--- config.mk ---
export PLATFORM = sky130hd
export DESIGN_NAME = cluster_header_seq
export DESIGN_NICKNAME = d
export VERILOG_FILES = /design/src/rtl/cluster_header_seq.sv
export SDC_FILE = /design/constraint.sdc
export NUM_CORES = 1
export LEC_CHECK = 0
export BUFFER_PORTS_ARGS = -buffer_cell sky130_fd_sc_hd__buf_2
export CORE_AREA = 2 2 39 41
export DETAILED_ROUTE_END_ITERATION = 10
export DIE_AREA = 0 0 41 43
export PLACE_DENSITY = 0.69
export REMOVE_ABC_BUFFERS = 1
export SETUP_SLACK_MARGIN = 0.15
export SLEW_MARGIN = 20
export SYNTH_ARGS = -nofsm -noshare
export SYNTH_HDL_FRONTEND = slang
export SYNTH_SLANG_ARGS = --single-unit
--- constraint.sdc ---
create_clock -name gclk -period 2.4 [get_ports gclk]
set_input_delay 0 -clock gclk [delete_from_list [all_inputs] [get_ports gclk]]
set_output_delay 0 -clock gclk [all_outputs]
set_load 0.05 [all_outputs]
--- src/rtl/cluster_header_seq.sv ---
`default_nettype none
// +--------------------------------------------------------------------------+
// | Module   : cluster_header_seq                                            |
// | Brief    : Cluster reset header. Synchronises per-channel reset requests |
// |            and a clock enable into gclk, then releases channels in index |
// |            order, STAGGER_CYC cycles apart. Optional scan chain through  |
// |            the synchroniser flops: define CLUSTER_HDR_SEQ_SCAN_EN.       |
// | Revision : 1.0  initial release                                          |
// +--------------------------------------------------------------------------+
module cluster_header_seq #(
    parameter int NUM_CH      = 2,
    parameter int SYNC_STAGES = 2,
    parameter int STAGGER_CYC = 4
) (
    input  logic              gclk,
    input  logic              arst,
    input  logic              cluster_cken,
    input  logic [NUM_CH-1:0] grst_l_in,
`ifdef CLUSTER_HDR_SEQ_SCAN_EN
    input  logic              si,
    input  logic              se,
    output logic              so,
`endif
    output logic              rclk_en,
    output logic [NUM_CH-1:0] cluster_rst_l,
    output logic              rst_done
);

    localparam int c_nchain = NUM_CH + 1;
    localparam int c_nflop  = c_nchain * SYNC_STAGES;
    localparam int PW       = $clog2(NUM_CH + 1);
    localparam int CW       = $clog2(STAGGER_CYC + 1);
    localparam logic [PW-1:0] c_ptr_max  = PW'(NUM_CH);
    localparam logic [CW-1:0] c_cnt_last = CW'(STAGGER_CYC - 1);

    logic [c_nflop-1:0]  r_sync;
    logic [c_nflop-1:0]  w_sync_d;
    logic [c_nchain-1:0] w_chain_in;
    logic [NUM_CH-1:0]   w_s;
    logic                w_scan_en;
    logic                w_scan_in;
    logic [PW-1:0]       r_ptr;
    logic [PW-1:0]       w_ptr_next;
    logic [PW-1:0]       w_low_zero;
    logic [CW-1:0]       r_cnt;
    logic [CW-1:0]       w_cnt_next;
    logic [NUM_CH-1:0]   w_rst_l_next;

`ifdef CLUSTER_HDR_SEQ_SCAN_EN
    assign w_scan_en = se;
    assign w_scan_in = si;
    assign so        = r_sync[c_nflop-1];
`else
    assign w_scan_en = 1'b0;
    assign w_scan_in = 1'b0;
`endif

    // Chain 0 is the clock enable, chain c>0 carries grst_l_in[c-1].
    assign w_chain_in = {grst_l_in, cluster_cken};

    // All chains sit back to back in r_sync so scan only re-routes each stage 0.
    generate
        for (genvar f = 0; f < c_nflop; f++) begin : g_sync_d
            localparam int STG = f % SYNC_STAGES;
            localparam int CH  = f / SYNC_STAGES;
            if (f == 0) begin : g_head
                assign w_sync_d[f] = w_scan_en ? w_scan_in : w_chain_in[0];
            end else if (STG == 0) begin : g_stage0
                assign w_sync_d[f] = w_scan_en ? r_sync[f-1] : w_chain_in[CH];
            end else begin : g_inner
                assign w_sync_d[f] = r_sync[f-1];
            end
        end
        for (genvar i = 0; i < NUM_CH; i++) begin : g_tap
            assign w_s[i]          = r_sync[(i+2)*SYNC_STAGES-1];
            assign w_rst_l_next[i] = (w_ptr_next > PW'(i));
        end
    endgenerate

    assign rclk_en = r_sync[SYNC_STAGES-1];

    always_ff @(posedge gclk or posedge arst) begin
        if (arst) r_sync <= '0;
        else      r_sync <= w_sync_d;
    end

    always_comb begin
        w_low_zero = c_ptr_max;
        for (int i = NUM_CH - 1; i >= 0; i--) begin
            if (!w_s[i]) w_low_zero = PW'(i);
        end
    end

    // A request dropping below ptr wins over everything and restarts the count.
    always_comb begin
        w_ptr_next = r_ptr;
        w_cnt_next = r_cnt;
        if (w_scan_en) begin
            w_ptr_next = r_ptr;
        end else if (w_low_zero < r_ptr) begin
            w_ptr_next = w_low_zero;
            w_cnt_next = '0;
        end else if ((r_ptr != c_ptr_max) && (w_low_zero == r_ptr)) begin
            w_cnt_next = '0;
        end else if ((r_ptr != c_ptr_max) && (r_cnt == c_cnt_last)) begin
            w_ptr_next = r_ptr + PW'(1);
            w_cnt_next = '0;
        end else if (r_ptr != c_ptr_max) begin
            w_cnt_next = r_cnt + CW'(1);
        end else begin
            w_cnt_next = '0;
        end
    end

    always_ff @(posedge gclk or posedge arst) begin
        if (arst) begin
            r_ptr         <= '0;
            r_cnt         <= '0;
            cluster_rst_l <= '0;
            rst_done      <= 1'b0;
        end else begin
            r_ptr         <= w_ptr_next;
            r_cnt         <= w_cnt_next;
            cluster_rst_l <= w_rst_l_next;
            rst_done      <= (w_ptr_next == c_ptr_max);
        end
    end

endmodule
`default_nettype wire

# Word-level counts from Yosys, hierarchy flattened
# Index checks and enable logic that the tools add are counted.
[classes]
addsub = 2
magnitude_cmp = 3
n_eq_ne = 4
mux = 9
reduce_logical = 2
[op_table]
columns = ["operator", "n"]
rows = [
  ["two-way mux 3 bit", 4],
  ["two-way mux 2 bit", 5],
  ["greater-than comparator 2 x 1 -> 1 bit, second input constant", 2],
  ["adder 3 x 1 -> 3 bit, second input constant", 1],
  ["== test 3 x 2 -> 1 bit, second input constant", 1],
  ["adder 2 x 1 -> 2 bit, second input constant", 1],
  ["== test 2 bit", 1],
  ["== test 2 bit, second input constant", 1],
  ["logical AND 1 bit", 2],
  ["< comparator 2 bit", 1],
  ["inequality test 2 bit, second input constant", 1],
]
[word_totals]
regBits = 14
inputBits = 5
out_inout_bits = 4
wordCells = 25

# Logic depth before layout (Yosys ltp)
[depth]
depth_word = 7
depth_mapped = 6
mapped_depth_nobuf = 6

# Least setup slack after synthesis
# Ideal clock, no wire load.
[synth_path]
path_type = "register -> register"
startpoint = "register r_sync[5]"
endpoint = "register rst_done"
t_arrival_ps = 1595
setup_slack_ps = 723
path_stages_with_launch = 7
n_path_buf = 0
path_cell_list = "dfrtp_1 -> nor2b_1 -> inv_1 -> ha_1 -> and2_4 -> or4_1 -> a31oi_1"
[synth_between]
elab_chain_len = 7
elab_cells_between_ends = 8
cone_classes = "order compare (1); eq/ne (2); mux (4); reduce/logical (1)"
[synth_lines]
columns = ["item", "line_no", "source"]
rows = [
  ["start, declared", "36", "logic [c_nflop-1:0] r_sync;"],
  ["start signal, assigned", "84", "else r_sync <= w_sync_d;"],
  ["two-way mux 2 bit * (2 in a row)", "90", "if (!w_s[i]) w_low_zero = PW'(i);"],
  ["== test 2 bit", "103", "end else if ((r_ptr != c_ptr_max) && (w_low_zero == r_ptr)) begin"],
  ["logical AND 1 bit", "103", ""],
  ["two-way mux 2 bit", "103", ""],
  ["two-way mux 2 bit *", "100", "end else if (w_low_zero < r_ptr) begin"],
  ["== test 2 bit *", "125", "rst_done <= (w_ptr_next == c_ptr_max);"],
  ["end signal, assigned", "125", ""],
  ["end, declared", "26", "output logic rst_done"],
]
# Mark *: on every way between the ends. The rest lies on a longest branch, timed or not.

# Worst setup path after layout
# Same ends and word-level chain as after synthesis.

==> impl_metrics.tcl <==
set metrics [dict create \
    die-width_microns 41 \
    dp_cells 81 \
    setup_viol 0 \
    critical-path-slowest-cell "or4_1" \
    vias_per_cell 5.47 \
    timing.rr.start "r_sync[5]" \
    irDropWorstVdd_mv 0.532 \
    fin_nets 85 \
    wl_per_cell_microns 12.4 \
    min_path_type "in -> async" \
    drtIter0Drc 18 \
    ys.warnings.count 0 \
    syn_inst 57 \
    io_pins 9 \
    grt_pass1_wl_mm 1.78 \
    cts_tree "built" \
    grt_max_degree 15 \
    timing.final.crit_share_pct 75.8 \
    die-area_sq_um 1760 \
    core_sq_um 1380 \
    endpoint_kind "register" \
    slew_headroom_pct 66.4 \
    reg2reg_setup_slack_ps 580 \
    max_freq_mhz 550 \
    fin_skew_ps 4.48 \
    mostFrequentLayoutCells "14 x dfrtp_1, 8 x buf_2, 6 x inv_1, 6 x ha_1, 4 x dlygate4sd3_1" \
    grt_pass1_vias 430 \
    grt_usage_pct 15.8 \
    clk-insertion-delay-late_ps 270 \
    power_mw 0.909 \
    path_delay_family "simple AND/OR/NAND/NOR gates" \
    period_needed_ps 1820 \
    routed_wl_mm 1.11 \
    dr.pass1.iters 4 \
    crit_arrival_ps 2020 \
    antennaDiodeCount 0 \
    drv_cap 0 \
    power_leakage_nw 0.367 \
    critical_path_required_ps 2600 \
    ys_ff_latch 14 \
    avgSynthCellArea_sq_um 11.2 \
    cp-start-kind "register" \
    antenna_found_initial 0 \
    worst_slack_ps 580 \
    path_clk_slew_ps 80 \
    finalHoldViolCount 0 \
    dp_hpwl_microns 819 \
    clockBufferDepth 2 \
    worstMarginPinSlew_ps 504 \
    powerDensity_nw_per_um2 1170 \
    drive_gt1_share_pct 24.7 \
    worstPathMaxFanout 5 \
    fillers 119 \
    row_count 14 \
    syn2layout_area_growth_pct 21.3 \
    cts.sinks 14 \
    numPortBuffers 8 \
    numCtsBuffers 3 \
    cp_num_buf_inv 1 \
    initial_utilization_pct 46.3 \
    place_ws_ps 569 \
    rsz0062_at_grt "no" \
    final.setup.tns_ps 0 \
    route.detailed.drc 0 \
    final_cell_count_no_fill 89 \
    drv_slew 0 \
    status "finished clean" \
    htree_levels 1 \
    cts-root-buf "clkbuf_4" \
    mostFrequentLayoutCell "dfrtp_1" \
    syn_area_sq_um 641 \
    cpPeakStageDelay_ps 470 \
    ys_seq_area_share_pct 54.7 \
    criticalPathCategory "reg -> reg" \
    synthDistinctLibCells 23 \
    vias 487 \
    setup.worst_path.start "r_sync[5]" \
    cp_cell_sequence "nor2b_1 > inv_1 > ha_1 > and2_4 > or4_1 > a31oi_1" \
    die_h_microns 43 \
    gp_congestion 0.772 \
    cts_resized 0 \
    holdWs_ps 291 \
    grt_overflow 0 \
    antenna_left 0 \
]
synth_stat cells:
library cell / n / area (sq um)
dfrtp_1: 14 / 350
ha_1: 6 / 75.1
inv_1: 6 / 22.5
a31o_2: 3 / 26.3
nor2_1: 3 / 11.3
a31oi_1: 2 / 12.5
nand3_1: 2 / 10.0
nor2b_1: 2 / 12.5
nor3_1: 2 / 10.0
nor3b_1: 2 / 15.0
o211ai_1: 2 / 15.0
o21ai_0: 2 / 10.0
a21oi_1: 1 / 5.00
and2_1: 1 / 6.26
and2_4: 1 / 8.76
and2b_1: 1 / 7.51
inv_2: 1 / 3.75
nand2_1: 1 / 3.75
nand2b_1: 1 / 6.26
nand4_1: 1 / 6.26
o221ai_1: 1 / 8.76
or2_2: 1 / 6.26
or4_1: 1 / 7.51
report_power, final:
group	internal, mW	total, mW	switching [mW]
clock network	0.0922	0.166	0.0737
logic	0.150	0.417	0.267
registers	0.294	0.326	0.0321
total	0.537	0.909	0.372
final cells by class:
type / count / area [sq um] / area share [%]
clock buffer: 4 / 36.3 / 4.67
sequential: 14 / 350 / 45.1
inverter: 7 / 26.3 / 3.38
timing repair buffer: 12 / 80.1 / 10.3
multi-input combinational: 36 / 264 / 34.0
tap: 16 / 20.0 / 2.58
per-layer routing:
layer | up-vias | wire (microns) | track usage, %
met5 | - | 0 | 0
met4 | 0 | 9 | 8.00
met3 | 2 | 63 | 4.71
met2 | 18 | 561 | 22.8
met1 | 234 | 470 | 20.9
li1 | 233 | - | -
flip-flops by register name (all words and copies together) (netlist names):
register,cells
cluster_rst_l,2
r_cnt,3
rst_done,1
r_sync,6
r_ptr,2
metrics by stage:
step	instance area (sq um)	util [%]
after floorplan	641	-
after global placement	701	50.6
after detailed placement	701	50.6
after CTS	777	56.1
after global routing	777	56.1
final	777	56.1
worst min-delay path, cell delays in order:
cell,delay (ps)
dlygate4sd3_1,530
buf_2,120
inv_1,370
cell families after synthesis:
| logic type | count (synthesis) | share of synthesized area [%] |
|---|---|---|
| compound gates | 11 | 12.1 |
| fa+ha+maj | 6 | 11.7 |
| buf+inv | 7 | 4.10 |
| flops | 14 | 54.7 |
| simple gates | 19 | 17.4 |
repair_timing:
action	CTS	global route
setup buffers	0	0
hold endpoints to repair	17	0
hold buffers	4	0
path summary, 6_finish.rpt:
check | to | depth (start not counted)
setup / recovery | rst_done | 6
hold / removal | r_cnt[2] | 3
setup reg to reg | rst_done | 6
hold reg to reg | r_sync[5] | 0
max in group asynchronous | r_sync[3] | 3
min in group gclk | r_sync[5] | 0
No activity file was read; power rests on OpenSTA's default activity.
